==> config.mk <==
export PLATFORM = sky130hd
export DESIGN_NAME = riscv_enable_tag_pipe
export DESIGN_NICKNAME = d
export VERILOG_FILES = /design/src/rtl/riscv_enable_tag_pipe.sv
export SDC_FILE = /design/constraint.sdc
export NUM_CORES = 1
export LEC_CHECK = 0
export ABC_AREA = 1
export ABC_CLOCK_PERIOD_IN_PS = 1500
export BUFFER_PORTS_ARGS = -buffer_cell sky130_fd_sc_hd__buf_2
export CORE_MARGIN = 2
export CORE_UTILIZATION = 40
export DETAILED_ROUTE_END_ITERATION = 8
export GPL_TIMING_DRIVEN = 1
export PLACE_DENSITY = 0.73
export REMOVE_ABC_BUFFERS = 1
export SLEW_MARGIN = 20
export SYNTH_ARGS = -nofsm -noshare
export SYNTH_HDL_FRONTEND = slang
export SYNTH_SLANG_ARGS = --single-unit
==> constraint.sdc <==
create_clock -name clk -period 1.5 [get_ports clk]
set_clock_uncertainty 0.1 [all_clocks]
set_input_delay 0.075 -clock clk [delete_from_list [all_inputs] [get_ports clk]]
set_output_delay 0.075 -clock clk [all_outputs]
set_load 0.005 [all_outputs]
==> src/rtl/riscv_enable_tag_pipe.sv <==
// Decodes store/load enables from the Tag Propagation Register, buffers them in a
// small FIFO and counts accepted entries whose enables suppress propagation.
module riscv_enable_tag_pipe #(
    parameter int DEPTH     = 2,
    parameter int CNT_W     = 16,
    parameter int LD_DECODE = 0,
    parameter int ST_A_POS  = 0,
    parameter int ST_B_POS  = 1,
    parameter int LD_A_POS  = 2,
    parameter int LD_B_POS  = 3
) (
    input  logic             clk,
    input  logic             rst,
    input  logic [31:0]      instr_rdata_i,
    input  logic [31:0]      tpr_i,
    input  logic             in_valid_i,
    output logic             in_ready_o,
    input  logic             flush_i,
    output logic             out_valid_o,
    input  logic             out_ready_i,
    output logic             is_store_o,
    output logic             is_load_o,
    output logic             enable_a_o,
    output logic             enable_b_o,
    input  logic             cnt_clr_i,
    output logic [CNT_W-1:0] suppr_cnt_o
);

    localparam int PTR_W = $clog2(DEPTH);
    localparam int OCC_W = $clog2(DEPTH + 1);
    localparam logic [OCC_W-1:0] FULL = OCC_W'(DEPTH);

    logic [3:0]       r_mem [DEPTH];
    logic [PTR_W-1:0] r_wptr;
    logic [PTR_W-1:0] r_rptr;
    logic [OCC_W-1:0] r_count;
    logic [CNT_W-1:0] r_suppr_cnt;

    logic [6:0] w_opcode;
    logic       w_is_store;
    logic       w_is_load;
    logic       w_en_a;
    logic       w_en_b;
    logic [3:0] w_entry;
    logic [3:0] w_head;
    logic       w_accept;
    logic       w_pop;
    logic       w_suppress;
    logic       w_unused;

    // Handshake: a transfer happens on a side only in a cycle where both valid and
    // ready are high; ready never depends on the opposite side in the same cycle.
    assign in_ready_o  = (r_count != FULL);
    assign out_valid_o = (r_count != '0);
    assign w_accept    = in_valid_i & in_ready_o;
    assign w_pop       = out_valid_o & out_ready_i;

    assign w_opcode = instr_rdata_i[6:0];
    assign w_unused = ^{instr_rdata_i[31:7], tpr_i};

    always_comb begin
        w_is_store = 1'b0;
        w_is_load  = 1'b0;
        w_en_a     = 1'b1;
        w_en_b     = 1'b1;
        if (w_opcode == 7'h23) begin
            w_is_store = 1'b1;
            w_en_a     = tpr_i[ST_A_POS];
            w_en_b     = tpr_i[ST_B_POS];
        end else if (w_opcode == 7'h03) begin
            w_is_load = 1'b1;
            if (LD_DECODE != 0) begin
                w_en_a = tpr_i[LD_A_POS];
                w_en_b = tpr_i[LD_B_POS];
            end
        end
    end

    assign w_entry    = {w_is_store, w_is_load, w_en_a, w_en_b};
    assign w_suppress = ~(w_en_a & w_en_b);

    always_ff @(posedge clk) begin
        if (w_accept && !flush_i) begin
            r_mem[r_wptr] <= w_entry;
        end
    end

    always_ff @(posedge clk or posedge rst) begin
        if (rst) begin
            r_wptr  <= '0;
            r_rptr  <= '0;
            r_count <= '0;
        end else if (flush_i) begin
            r_wptr  <= '0;
            r_rptr  <= '0;
            r_count <= '0;
        end else begin
            if (w_accept) begin
                r_wptr <= r_wptr + PTR_W'(1);
            end
            if (w_pop) begin
                r_rptr <= r_rptr + PTR_W'(1);
            end
            case ({w_accept, w_pop})
                2'b10:   r_count <= r_count + OCC_W'(1);
                2'b01:   r_count <= r_count - OCC_W'(1);
                default: r_count <= r_count;
            endcase
        end
    end

    // A flushed accept never lands in the FIFO, so it is not counted either.
    always_ff @(posedge clk or posedge rst) begin
        if (rst) begin
            r_suppr_cnt <= '0;
        end else if (cnt_clr_i) begin
            r_suppr_cnt <= '0;
        end else if (w_accept && !flush_i && w_suppress && (r_suppr_cnt != '1)) begin
            r_suppr_cnt <= r_suppr_cnt + CNT_W'(1);
        end
    end

    assign w_head      = out_valid_o ? r_mem[r_rptr] : 4'b0000;
    assign is_store_o  = w_head[3];
    assign is_load_o   = w_head[2];
    assign enable_a_o  = w_head[1];
    assign enable_b_o  = w_head[0];
    assign suppr_cnt_o = r_suppr_cnt;

endmodule

Yosys cells after proc, flatten, opt, wreduce, memory -nomap -nowiden:

Memories as Yosys holds them, arrays and structs flattened.
Index checks and enable logic that the tools add are counted.

* memories kept: 1
* memory bits (writable): 8
* register bits: 20
* output and inout port bits: 22

Memory list
* r_mem: words 2, width 4, rd ports 1, clocked after Yosys merged registers in 0, write ports 1, RTL line 33 `logic [3:0] r_mem [DEPTH];`

* muxes and demuxes: 16
* reduce and logical (&&, ||, !) cells: 9
* equal/unequal tests: 6
* add/subtract/negate cells: 5
* bitwise operators: 4

Operators by type and width (count)
* $mux 16: 2
* $add 16x1->16 const B: 1
* $ne 16x16->1 const B: 1
* $mux 1: 11
* $reduce_bool 2->1: 4
* $eq 7x2->1 const B: 1
* $eq 7x6->1 const B: 1
* $mux 4: 1
* $pmux 2 s2: 1
* $and 1x1->1: 3
* $logic_and 1x1->1: 3
* $reduce_bool 3->1: 1
* $add 1x1->1 const B: 2
* $add 2x1->2 const B: 1
* $eq 2x1->1 const B: 1
* $eq 2x2->1 const B: 1
* $mux 2: 1
* $ne 2x2->1 const B: 1
* $sub 2x1->2 const B: 1
* $logic_not 1->1: 1
* $not 1->1: 1

Depth between registers and ports, before layout:

* word-level depth: 8
* depth in mapped cells: 10
* mapped depth without buffers: 10

Least setup slack after synthesis:

No wires, ideal clock.

* path kind: register -> register
* start point: register r_suppr_cnt[0], in the netlist suppr_cnt_o[0]
* end point: register r_suppr_cnt[11], in the netlist suppr_cnt_o[11]
* required time: 1283 ps
* cell stages (with the launch flop): 9
* clock period less this slack: 1538 ps
* slack: -38 ps
* arrival time: 1321 ps
* buffers on the path: 0
* cell sequence: dfrtp_1 > ha_1 > nand3_2 > inv_1 > nand4_4 > nand3_4 > nand2_2 > nand2_1 > nand2_1

* word-level cells in the longest chain between the ends: 3
* elaborated cells on any way between the ends: 6
* classes of those cells: add/sub: 1; eq/ne: 1; mux: 2; reduce/logical: 2

RTL lines
* start: declaration: RTL line 37 `logic [CNT_W-1:0] r_suppr_cnt;`
* start signal: assignment: RTL line 119 `r_suppr_cnt <= r_suppr_cnt + CNT_W'(1);`
* $add 16x1->16 / $ne 16x16->1 (equally long branches): RTL line 119, 118
* $mux 16 / $logic_and 1x1->1 (equally long branches): RTL line 118 `end else if (w_accept && !flush_i && w_suppress && (r_suppr_cnt != '1)) begin`
* $mux 16 / $reduce_bool 2->1 (equally long branches)

Several ways; a longest one is shown, not always the timed one. The select of a mux whose other input is x is not followed.
A chain may end at the register's enable or synchronous reset.

Worst setup path after layout:

* start point: register r_suppr_cnt[0], in the netlist suppr_cnt_o[0]
* end point: register r_suppr_cnt[6], in the netlist suppr_cnt_o[6]

Same word-level chain as after synthesis.

==> qor.csv <==
stage;metric;value;unit
final_layout;share of layout cells above drive strength 1;32.5;%
critical_path;Levels on crit path;7;
pwr;switching share of power;28.0;%
sta;Hold Fails Final Rpt;0;
cts;CTS Buf Count;3;
synthesis;Synth Area in Adders;0.726;%
pwr;Pint;1.38;mW
synthesis;Simple-Gate Fraction of Synth Area;40.5;%
cts;Clk Latency, worst-skew pair;0.28;ns
final_layout;fillers;393;
sta;Setup TNS;-0.00817;ns
critical_path;Setup Crit Path Kind;reg -> reg;
sta;RSZ-0062 raised after global routing;true;
placement;placed cells;349;
final_layout;area delta synth->final;37.1;%
detailed_routing;routed vias;1760;
cts;number of clock sinks;28;
placement;IO buf count;36;
pwr;worst vdd ir;0.324;mV
synthesis;Synth cell types;28;
synthesis;main combinational cell family by area after synthesis;simple AND/OR/NAND/NOR gates;
global_routing;grt ovf;0;
synthesis;post-synthesis compound-gate area fraction;5.66;%
min_path;Worst Hold Class;in -> reg;
detailed_routing;DR DRC count;0;
pwr;sequential power share;45.0;%
critical_path;WP data arrival;1.63;ns
cts;Clock Path Buffers;2;
synthesis;Synth Area in XOR/XNOR;3.56;%
critical_path;critical path launch point type;register;
sta;max_slew headroom;76.7;%
critical_path;CP bufs+invs;1;
critical_path;Critical Path RT;1.62;ns
critical_path;CP Cell Sequence;ha_4, nand3_4, nor2_4, buf_4, xor2_1, nand4_1, nand2_1;
global_routing;vias in the first global route;1642;
global_routing;first-pass GRT wire length;7.27;mm
synthesis;fraction of registers with async set/reset;71.4;%
cts;CTS tree;done;
run_status;status;finished with violations;
synthesis;most frequent cell after synthesis;nand2_1;
run_status;failing checks;negative setup slack;
pwr;Comb pwr share;23.3;%
die;core area;4090;um2
global_routing;GRT Overall Usage;18.3;%
synthesis;Synth area leader;dfrtp_1;
synthesis;Mapped Avg Cell Area;7.27;um2
sta;period utilization;101;%
final_layout;diode count;0;
critical_path;Critical Path Sink Type;register;
detailed_routing;number of iterations in the first detailed-routing pass;4;
placement;gp weighted congestion;0.901;
pwr;switching power;0.539;mW
detailed_routing;Avg Vias per Cell;4.92;
synthesis;share of the synthesized area in the top cell type;29.0;%
synthesis;number of synthesized flops with an enable pin;8;
die;Die ar.;4850;um2
min_path;Hold Path Cell Cnt;2;
synthesis;Main synth FF type;dfrtp_1;
sta;fmax;0.663;GHz
synthesis;Area contributors post-synth;dfrtp_1 29%, nand2_1 17%, edfxtp_1 14%;
synthesis;synth warn;0;
die;initial core utilization;42.2;%
critical_path;kind of cell adding the most delay to the critical path;simple AND/OR/NAND/NOR gates;
critical_path;CP max FO;6;
synthesis;Mapped Area;1720;um2
placement;HPWL after DPL;3.06;mm
detailed_routing;routed length per instance;11.7;um
sta;Setup WS post-layout;-0.00817;ns
synthesis;cells after synthesis;237;
pwr;P per Cell Area;814;nW/um2
synthesis;Seq cells post-synth;28;
final_layout;Finished Layout Cells;358;
die;Die Y;69.6;um
global_routing;largest net degree at the start of global routing;21;
sta;Slew Limit Fails;0;
critical_path;slowest stage delay, CP;0.41;ns
pwr;clock group share of total power;31.7;%
critical_path;Worst Reg2Reg Path Length in Cells;7;
synthesis;mux share of post-synthesis cell area;0;%
synthesis;Seq/Total Area, Yosys;43.0;%
sta;final worst path period need;1.51;ns
detailed_routing;ANT nets after route;0;
sta;worst slew pin tran;0.345;ns
global_routing;initial antenna violation count;0;
die;I/O Pins;92;
detailed_routing;final wirelength;4.20;mm
synthesis;synth cell count leaders;76 x nand2_1, 35 x nor2_1, 24 x nand3_1;
critical_path;critical path's slowest cell;dfrtp_1;
die;Die X;69.6;um
detailed_routing;Iter 0 DRT Violations;79;
pwr;Leakage Power;1.19;nW
cts;Clock transition at path regs;0.10;ns
sta;final setup vio count;1;
final_layout;fin nets;380;
die;FP Rows;23;
cts;CTS H-tree lvls;1;
cts;CTS Root Cell;clkbuf_8;
run;MaxCap Viol Count;0;
-- metrics by stage --
| stage | worst slack (ns) | utilization (%) | power (mW) | hold WS (ns) | area [um2] |
|---|---|---|---|---|---|
| after floorplan | -0.108 | - | 1.12 | -0.0612 | 1700 |
| after global placement | -0.0413 | 53.0 | 1.31 | 0.0200 | 2170 |
| after detailed placement | -0.0677 | 53.0 | 1.32 | 0.0200 | 2170 |
| after CTS | 0.000416 | 56.0 | 1.93 | 0.0149 | 2290 |
| after global routing | -0.0959 | 57.8 | 2.05 | 0.0217 | 2360 |
| final | -0.00817 | 57.8 | 1.92 | 0.0173 | 2360 |
-- routing by layer --
metal  GRT usage, %  wire [um]
met3           2.47        164
met2           32.2       2060
met4           5.13         57
met1           23.5       1920
met5              0          0
-- cells in the final DEF (no fill, tap or decap) --
cell / netlist / layout
clkinv_1: 1 / 1
nor4_1: 1 / 1
bufinv_16: 0 / 1
nand2_4: 0 / 3
nor2_4: 1 / 5
nand2_1: 76 / 73
dfrtp_2: 0 / 1
o22ai_1: 1 / 1
nand3_4: 1 / 2
dfrtp_1: 20 / 19
nand4_1: 8 / 8
buf_2: 1 / 36
buf_4: 0 / 33
o21ai_1: 0 / 1
nor2_2: 4 / 5
dlygate4sd3_1: 0 / 1
a31oi_1: 1 / 1
edfxtp_1: 8 / 8
o21ai_2: 0 / 1
xnor2_1: 1 / 1
o21bai_1: 2 / 2
xor2_1: 6 / 6
inv_1: 21 / 19
a21oi_1: 7 / 7
nand4_4: 1 / 1
nor2_1: 35 / 30
nand3_1: 24 / 24
buf_6: 1 / 1
nand2_2: 3 / 3
ha_4: 0 / 1
clkbuf_8: 0 / 3
inv_2: 2 / 4
o21ai_0: 7 / 5
-- final cells by class --
cell class / count / area (um2) / share of cell area, %
inverter: 24 / 90.1 / 3.81
sequential: 28 / 742 / 31.4
clock inverter: 1 / 30.0 / 1.27
clock buffer: 3 / 41.3 / 1.75
multi-input combinational: 181 / 947 / 40.1
tap: 50 / 62.6 / 2.65
timing repair buffer: 71 / 449 / 19.0
-- timing repair --
action / in CTS / in global routing
setup endpoints to repair: 16 / 16
hold buffers: 1 / 0
pin swaps: 0 / 5
cloned: 0 / 0
buffers inserted: 1 / 3
hold endpoints to repair: 20 / 0
gates resized for setup: 9 / 16
-- kinds of logic (layout without fill, tap and decap cells) --
family,after synthesis,after routing
AO/OA/AOI/OAI,18,18
XOR/XNOR,7,7
adder cells (fa/ha/maj),1,1
buffers and inverters,28,99
flip-flops,28,28
AND/OR/NAND/NOR,155,155
-- registers in the layout (all words and copies together), names as in the netlist --
register,flops
suppr_cnt_o,16
r_mem,8
r_count,2
r_rptr,1
r_wptr,1
-- final timing paths --
kind | slack, ns | startpoint | endpoint
hold / removal | 0.02 | instr_rdata_i[5] | r_mem[0][2]
hold reg to reg | 0.45 | r_wptr | r_wptr
min in group asynchronous | 0.24 | rst | suppr_cnt_o[15]
setup reg to reg | -0.008 | suppr_cnt_o[0] | suppr_cnt_o[6]
max in group asynchronous | 0.81 | rst | suppr_cnt_o[5]
setup / recovery | -0.008 | suppr_cnt_o[0] | suppr_cnt_o[6]
-- power by group through the flow --
stage	Clock [mW]	Combinational, mW	Sequential, mW
after floorplan	0	0.248	0.873
after detailed placement	0	0.438	0.881
after global placement	0	0.431	0.879
after global routing	0.656	0.522	0.870
final	0.610	0.448	0.865
after CTS	0.619	0.448	0.865
Note: power is estimated with default switching activity, not from simulation.
